[src/rtl/fifo_pop_stage_if.sv]
// Handshake bundle between the FIFO drain stage, the upstream FIFO read side
// and the downstream valid/ready consumer.
interface fifo_pop_stage_if #(
  parameter int DWIDTH = 32
) ();

  logic [DWIDTH-1:0] fifo_outData;
  logic              fifo_empty;
  logic              single_pop;
  logic              out_valid;
  logic              out_ready;
  logic [DWIDTH-1:0] out_data;

  // master is the drain stage itself
  modport master (
    input  fifo_outData,
    input  fifo_empty,
    input  out_ready,
    output single_pop,
    output out_valid,
    output out_data
  );

  // slave is the environment: FIFO read port plus consumer
  modport slave (
    output fifo_outData,
    output fifo_empty,
    output out_ready,
    input  single_pop,
    input  out_valid,
    input  out_data
  );

endinterface

[src/rtl/fifo_pop_stage.sv]
// Drain stage behind the flopped FIFO: pops from registered occupancy only and
// buffers read data in a main+skid pair so out_ready never reaches single_pop.
module fifo_pop_stage #(
  parameter int DWIDTH = 32
) (
  input  logic             clk,
  input  logic             rst,
  input  logic             flush,
  fifo_pop_stage_if.master bus,
  output logic             stage_idle
);

  localparam logic [1:0] CNT_EMPTY = 2'd0;
  localparam logic [1:0] CNT_ONE   = 2'd1;
  localparam logic [1:0] CNT_FULL  = 2'd2;

  logic [1:0]        cnt_q;
  logic [1:0]        cnt_d;
  logic [DWIDTH-1:0] main_q;
  logic [DWIDTH-1:0] main_d;
  logic [DWIDTH-1:0] skid_q;
  logic [DWIDTH-1:0] skid_d;
  logic              pop;
  logic              acc;
  logic              out_valid;

  // The skid entry guarantees room for the word already in flight, so the
  // pop decision can rely on registered occupancy alone.
  always_comb begin
    pop       = !rst && !flush && !bus.fifo_empty && (cnt_q != CNT_FULL);
    out_valid = (cnt_q != CNT_EMPTY);
    acc       = out_valid && bus.out_ready;
  end

  always_comb begin
    cnt_d  = cnt_q;
    main_d = main_q;
    skid_d = skid_q;
    if (flush) begin
      cnt_d = CNT_EMPTY;
    end else begin
      case (cnt_q)
        CNT_EMPTY: begin
          if (pop) begin
            cnt_d  = CNT_ONE;
            main_d = bus.fifo_outData;
          end
        end
        CNT_ONE: begin
          if (pop && acc) begin
            main_d = bus.fifo_outData;
          end else if (pop) begin
            cnt_d  = CNT_FULL;
            skid_d = bus.fifo_outData;
          end else if (acc) begin
            cnt_d = CNT_EMPTY;
          end
        end
        CNT_FULL: begin
          if (acc) begin
            cnt_d  = CNT_ONE;
            main_d = skid_q;
          end
        end
        default: begin
          cnt_d = CNT_EMPTY;
        end
      endcase
    end
  end

  always_ff @(posedge clk or posedge rst) begin
    if (rst) begin
      cnt_q  <= CNT_EMPTY;
      main_q <= '0;
      skid_q <= '0;
    end else begin
      cnt_q  <= cnt_d;
      main_q <= main_d;
      skid_q <= skid_d;
    end
  end

  assign bus.single_pop = pop;
  assign bus.out_valid  = out_valid;
  assign bus.out_data   = main_q;
  assign stage_idle     = (cnt_q == CNT_EMPTY) && bus.fifo_empty;

  a_no_pop_when_empty: assert property (
    @(posedge clk) disable iff (rst) !(bus.single_pop && bus.fifo_empty));

  a_cnt_legal: assert property (
    @(posedge clk) disable iff (rst) cnt_q != 2'd3);

  a_data_stable_under_backpressure: assert property (
    @(posedge clk) disable iff (rst)
      (out_valid && !bus.out_ready && !flush) |=> $stable(main_q));

endmodule

[src/flat_wrapper.sv]
// flat-port wrapper written by rule: the top's interface ports become plain ports
module fifo_pop_stage_flat 
#(
  parameter int DWIDTH = 32
)
  (clk, rst, flush, stage_idle, bus_fifo_outData, bus_fifo_empty, bus_out_ready, bus_single_pop, bus_out_valid, bus_out_data);
  fifo_pop_stage_if #(.DWIDTH(DWIDTH)) bus_i ();
  input  logic clk;
  input  logic rst;
  input  logic flush;
  output logic stage_idle;
  input wire logic [$bits(bus_i.fifo_outData)-1:0] bus_fifo_outData;
  input wire logic [$bits(bus_i.fifo_empty)-1:0] bus_fifo_empty;
  input wire logic [$bits(bus_i.out_ready)-1:0] bus_out_ready;
  output wire logic [$bits(bus_i.single_pop)-1:0] bus_single_pop;
  output wire logic [$bits(bus_i.out_valid)-1:0] bus_out_valid;
  output wire logic [$bits(bus_i.out_data)-1:0] bus_out_data;
  assign bus_i.fifo_outData = bus_fifo_outData;
  assign bus_i.fifo_empty = bus_fifo_empty;
  assign bus_i.out_ready = bus_out_ready;
  assign bus_single_pop = bus_i.single_pop;
  assign bus_out_valid = bus_i.out_valid;
  assign bus_out_data = bus_i.out_data;
  fifo_pop_stage #(.DWIDTH(DWIDTH)) u_core (.clk(clk), .rst(rst), .flush(flush), .bus(bus_i), .stage_idle(stage_idle));
endmodule
[config.mk]
export PLATFORM = sky130hd
export DESIGN_NAME = fifo_pop_stage_flat
export DESIGN_NICKNAME = d
export VERILOG_FILES = /design/src/rtl/fifo_pop_stage_if.sv /design/src/rtl/fifo_pop_stage.sv /design/src/flat_wrapper.sv
export SDC_FILE = /design/constraint.sdc
export NUM_CORES = 1
export LEC_CHECK = 0
export CAP_MARGIN = 25
export CORE_ASPECT_RATIO = 1.2
export CORE_MARGIN = 8
export CORE_UTILIZATION = 35
export CTS_BUF_LIST = sky130_fd_sc_hd__clkbuf_4
export DETAILED_ROUTE_END_ITERATION = 12
export DONT_BUFFER_PORTS = 1
export GPL_TIMING_DRIVEN = 0
export PLACE_DENSITY = 0.6
export SLEW_MARGIN = 20
export SYNTH_ARGS = -nofsm -noshare
export SYNTH_HDL_FRONTEND = slang
export SYNTH_SLANG_ARGS = --single-unit
[constraint.sdc]
create_clock -name clk -period 5.6 [get_ports clk]
set_input_delay 1.12 -clock clk [delete_from_list [all_inputs] [get_ports clk]]
set_output_delay 1.12 -clock clk [all_outputs]
set_load 0.05 [all_outputs]
==> results_dict.tcl, run 1 <==
set metrics [dict create \
    post_drt_wl_per_cell_um 17.0 \
    slew_viol_final 0 \
    cts_tree "done" \
    postCtsHoldBufs 0 \
    regToRegEndpoint "u_core.bus.out_data[24]" \
    die_w_um 99.7 \
    layout_area_overhead_pct 12.7 \
    core_region_area_mm2 0.00815 \
    clk_pin_slew_worst_paths_ns 0.11 \
    mappedNetlistArea_mm2 0.00295 \
    gpl.final_weighted_congestion 0.656 \
    floorplan.io_pins 72 \
    internal_power_mw 0.924 \
    finalSetupViolCount 0 \
    vias 1719 \
    detailed_place_hpwl_mm 4.24 \
    first_global_vias 1773 \
    crit_path_top_delay_cell "nor2_1" \
    ant_nets 0 \
    grt_max_degree 36 \
    layout_skew_ns 0.0125 \
    critical_path.max_fanout 10 \
    cts_inserted_buffers 9 \
    route.final.wire_length_mm 6.08 \
    design.die.area_mm2 0.0116 \
    grt_overflow_total 0 \
    drt-initial-drc-count 64 \
    hold_path_class "reg -> reg" \
    num_rows 36 \
    synth_seq_area_share_pct 56.1 \
    whs_endpoint "u_core.skid_q[17]" \
    power_per_unit_of_standard_cell_area_mw_per_mm2 430 \
    max_freq_mhz 272 \
    synth-seq-cells 66 \
    cp_num_buf_inv 2 \
    cts-htree-levels 3 \
    synth_nets 263 \
    synthDistinctLibCells 23 \
    cts_sinks 66 \
    grt_use_total_pct 11.2 \
    report.final.hold_viol_count 0 \
    reg2reg_setup_slack_ns 3.68 \
    min_period_ns 3.68 \
    filler_cell_count 796 \
    post_synth_inst_count 226 \
    grt_first_pass_wirelength_mm 9.72 \
    hold_depth 1 \
    die_height_um 116 \
    placement.io_buffers 0 \
    worst-slew-pin-transition_ns 0.894 \
    detailed_place.area_mm2 0.00311 \
    timing_worst_setup_path_type "reg -> out" \
    crit_path_end_kind "output pin" \
    avgViaCountPerCell 4.82 \
    worst_path_top_cell_family_by_delay "simple AND/OR/NAND/NOR gates" \
    postLayoutCellArea_mm2 0.00332 \
    totalPowerFinal_mw 1.43 \
    synth.yosys.warnings 0 \
    grt_antenna_before_repair 0 \
    nNetsFinal 275 \
    min_from "u_core.skid_q[17]" \
    drcViolationCount 0 \
    clk_path_buf_depth 2 \
    p_seq_share_pct 57.1 \
    antennaDiodeCount 0 \
    timing.critical_path.arrival_ns 2.56 \
    sw_frac_of_total_pct 35.3 \
    avg_inst_size_synth_um2 13.0 \
    rr_startpoint "u_core.cnt_q[1]" \
    static-leakage-power_nw 1.62 \
    total_of_cells_resized_after_clock_tree_synthesis 0 \
    worstSkewPairLatency_ns 0.42 \
    postCtsSetupRepairBufs 0 \
    layout.core_utilization_pct 40.7 \
    r2r_cells 5 \
    critical_path_required_ns 4.48 \
    p_comb_share_pct 11.3 \
    timing.final.crit_share_pct 65.8 \
    layout-drive-gt1-share_pct 37.0 \
    power.switching_mw 0.504 \
    dr.pass1.iters 4 \
    timing.critical_path.slowest_cell_delay_ns 0.70 \
    clock_power_share_pct 31.6 \
    post_route_hold_slack_ns 0.513 \
    floorplan.initialDensity_pct 36.1 \
    sum_of_negative_setup_slack_ns 0 \
    count_of_maximum_capacitance_violations 0 \
    max-vdd-ir-drop_mv 0.163 \
    clock_tree.root_cell "clkbuf_4" \
    critical_path.cell_chain "nand2b_1 > buf_2 > buf_1 > nand2_1 > nor2_1" \
    run_status "complete, no violations" \
    headroom_to_the_max_slew_limit_pct 40.2 \
    rsz0062_at_grt "false" \
    worstSetupStartpointType "flip-flop" \
]
## metrics by stage
stage          instances  setup WS, ns
3_3_place_gp         340          1.99
4_1_cts              357          1.84
3_5_place_dp         341          2.34
2_1_floorplan        226          2.47
6_report             357          1.92
5_1_grt              357          1.74
## synthesized netlist by cell type
master	number	share of area, %
o31ai_1	1	0.25
or4b_4	1	0.47
nand2b_1	1	0.21
buf_6	6	2.3
a21o_1	1	0.25
nand2_1	3	0.38
buf_2	2	0.34
nand3b_1	1	0.25
mux2i_1	32	11
a21oi_1	4	0.68
clkbuf_1	2	0.25
a31oi_4	1	0.72
a31oi_1	1	0.21
inv_1	2	0.25
buf_1	3	0.38
a21oi_2	28	8.3
mux2_2	32	12
dfrtp_1	66	56
or4_1	1	0.25
nor2_1	35	4.5
or3b_2	1	0.30
or2_2	1	0.21
nor4b_1	1	0.30
## cells in the final DEF (no fill, tap or decap), types with 2 or more instances in the layout
cell type,netlist,final
clkbuf_4,0,9
mux2i_1,32,32
dfrtp_1,66,66
bufinv_16,0,4
a21oi_1,4,4
mux2_2,32,32
nor2_1,35,35
a21oi_2,28,28
clkbuf_1,2,2
buf_2,2,2
buf_6,6,6
buf_1,3,3
nand2_1,3,3
## logic make-up after synthesis
logic type      count (synthesis)  share of synthesized area (%)
compound gates                 36                           10.5
buf+inv                        15                           3.53
flops                          66                           56.1
mux                            64                           23.1
simple gates                   45                           6.84
## area by class of cell
class,count,area (um^2),area share [%]
repair buffers,1,20.0,0.603
inverters,2,10.0,0.302
flip-flops and latches,66,1650,49.8
clock buffers,9,67.6,2.04
plain buffers,13,96.3,2.90
clock inverters,7,141,4.26
well taps,114,143,4.30
multi-input cells,145,1190,35.8
## metal layers
metal,wire length (um),vias up,global-route usage (%)
met3,574,9,6.62
li1,-,816,-
met4,76,0,4.25
met5,0,-,0
met2,2990,48,17.4
met1,2440,846,12.4
## state kept, by name (all words and copies together) (netlist names)
| signal | cells |
|---|---|
| u_core.skid_q | 32 |
| u_core.bus.out_data | 32 |
| u_core.cnt_q | 2 |
## power groups by stage
stage	Combinational, mW	Sequential (mW)	Clock [mW]
finish	0.161	0.815	0.452
global placement	0.159	0.826	0
global route	0.183	0.831	0.486
CTS	0.165	0.820	0.469
detailed placement	0.165	0.830	0
floorplan	0.144	0.807	0
## how the worst max path moves through the flow
stage | from | end | slack, ns | depth (start not counted)
final | u_core.cnt_q[1] | bus_single_pop | 1.92 | 5
after global routing | u_core.cnt_q[1] | bus_single_pop | 1.74 | 5
after CTS | u_core.cnt_q[1] | bus_single_pop | 1.84 | 5
after detailed placement | u_core.cnt_q[1] | bus_single_pop | 2.34 | 5
after global placement | rst | u_core.bus.out_data[9] | 1.99 | 1
after floorplan | rst | bus_single_pop | 2.47 | 3
## worst register-to-register path: cells and delay by family, from the launching register on
| kind | cells | cell delay, ns |
|---|---|---|
| AND/OR/NAND/NOR | 2 | 0.63 |
| buffers and inverters | 1 | 0.21 |
| flip-flops | 1 | 0.46 |
| AO/OA/AOI/OAI | 2 | 0.54 |
No activity file was read; power rests on OpenSTA's default activity.
==> run 2, diff against run 1 <==
PLACE_DENSITY = 0.62   (was 0.6)
clock period = 3.3 ns   (was 5.6 ns; I/O delays follow)
==> run 2 against run 1 <==
Net effect: global-route usage grew 0.32 points; critical endpoint unchanged; combinational power grew 71%; die area is the same; power grew 59%; worst hold slack lost 0.40 ns; final area shrank 1.4%; core utilization shrank 0.55 points; flip-flop and latch count is the same; via count grew 0.41%; largest power group unchanged.
==> results_dict.tcl, run 2 (synthesis results as in run 1) <==
set metrics [dict create \
    timing.final.crit_share_pct 90.6 \
    postCtsHoldBufs 0 \
    clock_power_share_pct 26.9 \
    cts-htree-levels 3 \
    max-vdd-ir-drop_mv 0.260 \
    internal_power_mw 1.41 \
    layout-drive-gt1-share_pct 37.4 \
    postLayoutCellArea_mm2 0.00327 \
    crit_path_top_delay_cell "buf_1" \
    cts_inserted_buffers 9 \
    dr.pass1.iters 4 \
    nNetsFinal 275 \
    post-place-ws_ns 0.506 \
    worstSkewPairLatency_ns 0.42 \
    num_rows 36 \
    post_drt_wl_per_cell_um 17.4 \
    worst_path_top_cell_family_by_delay "buffers and inverters" \
    cts_tree "done" \
    design.die.area_mm2 0.0116 \
    cp_num_buf_inv 2 \
    rsz0062_at_grt "false" \
    hold_path_class "in -> async" \
    count_of_maximum_capacitance_violations 0 \
    antennaDiodeCount 0 \
    detailed_place.area_mm2 0.00311 \
    die_height_um 116 \
    postCtsSetupRepairBufs 0 \
    timing.critical_path.slowest_cell_delay_ns 0.55 \
    layout_skew_ns 0.0144 \
    report.final.hold_viol_count 0 \
    layout_commonest_cell "dfrtp_1" \
    filler_cell_count 778 \
    min_period_ns 2.99 \
    total_of_cells_resized_after_clock_tree_synthesis 0 \
    max_freq_mhz 335 \
    die_w_um 99.7 \
    ant_nets 0 \
    static-leakage-power_nw 1.60 \
    headroom_to_the_max_slew_limit_pct 40.7 \
    detailed_place_hpwl_mm 4.35 \
    timing_worst_setup_path_type "reg -> out" \
    grt_overflow_total 0 \
    gpl.final_weighted_congestion 0.660 \
    route.final.wire_length_mm 6.21 \
    grt_first_pass_wirelength_mm 10.0 \
    cts_sinks 66 \
    p_comb_share_pct 12.2 \
    clk_pin_slew_worst_paths_ns 0.11 \
    worstSetupStartpointType "flip-flop" \
    fin_cells 357 \
    vias 1726 \
    finalSetupViolCount 0 \
    grt_max_degree 35 \
    floorplan.initialDensity_pct 36.1 \
    power_per_unit_of_standard_cell_area_mw_per_mm2 694 \
    sum_of_negative_setup_slack_ns 0 \
    post_placement_cell_count 341 \
    critical_path_required_ns 2.64 \
    crit_path_end_kind "output pin" \
    post_route_hold_slack_ns 0.116 \
    run_status "complete, no violations" \
    timing.critical_path.arrival_ns 2.33 \
    clock_tree.root_cell "clkbuf_4" \
    sw_frac_of_total_pct 37.8 \
    power.switching_mw 0.859 \
    worst-slew-pin-transition_ns 0.886 \
    clk_path_buf_depth 2 \
    floorplan.io_pins 72 \
    postLayoutSetupSlackWorst_ns 0.312 \
    mostFrequentLayoutCells "66 x dfrtp_1, 34 x nor2_1, 32 x mux2i_1, 32 x mux2_2, 28 x a21oi_2" \
    drt-initial-drc-count 37 \
    grt_antenna_before_repair 0 \
    slew_viol_final 0 \
    critical_path.max_fanout 10 \
    p_seq_share_pct 61.0 \
    placement.io_buffers 0 \
    first_global_vias 1835 \
    critical_path.cell_chain "nand2b_1 > buf_2 > buf_1 > nand2_1 > nor2_2" \
    avgViaCountPerCell 4.83 \
    layout_area_overhead_pct 11.2 \
    core_region_area_mm2 0.00815 \
    grt_use_total_pct 11.6 \
    drcViolationCount 0 \
]
[run 2: cell count changes in the layout (fill, tap and decap cells not counted)]
| cell | change |
|---|---|
| clkinv_2 | +1 |
| clkinvlp_4 | +1 |
| nor2_1 | -1 |
| bufinv_16 | -2 |
| nor2_2 | +1 |
[run 2: worst paths after layout]
check	slack, ns	from	to	cells past startpoint
min in group clk	0.31	flush	u_core.cnt_q[0]	1
hold reg to reg	0.51	u_core.skid_q[19]	u_core.skid_q[19]	1
setup reg to reg	1.37	u_core.cnt_q[1]	u_core.bus.out_data[19]	5
hold / removal	0.12	rst	u_core.skid_q[25]	1
max in group asynchronous	2.66	rst	u_core.skid_q[14]	2
setup / recovery	0.31	u_core.cnt_q[1]	bus_single_pop	5
[run 2: power by group through the flow]
stage / logic (mW) / clock network [mW] / registers (mW)
2_1_floorplan: 0.244 / 0 / 1.37
3_3_place_gp: 0.269 / 0 / 1.40
3_5_place_dp: 0.282 / 0 / 1.41
4_1_cts: 0.282 / 0.637 / 1.39
5_1_grt: 0.313 / 0.677 / 1.41
6_report: 0.276 / 0.610 / 1.39
[run 2: final cells by class]
class	count	area, um^2	share of cell area, %
sequential	66	1650	50.4
multi-input combinational	145	1190	36.4
tap	114	143	4.36
buffer	13	96.3	2.94
clock inverter	7	93.8	2.87
clock buffer	9	67.6	2.06
timing repair buffer	1	20.0	0.611
inverter	2	10.0	0.306
[run 2: through the flow]
stage               util (%)  power, mW
global route            40.2       2.40
floorplan                  -       1.61
detailed placement      38.2       1.69
global placement        37.9       1.67
CTS                     40.1       2.31
finish                  40.2       2.27
[run 2: layer usage]
metal	global-route usage (%)	vias to the layer above	part of all wire, %
met4	4.95	0	1.3
met2	17.6	57	46
li1	-	814	-
met3	7.22	9	12
met5	0	-	0
met1	12.5	846	41
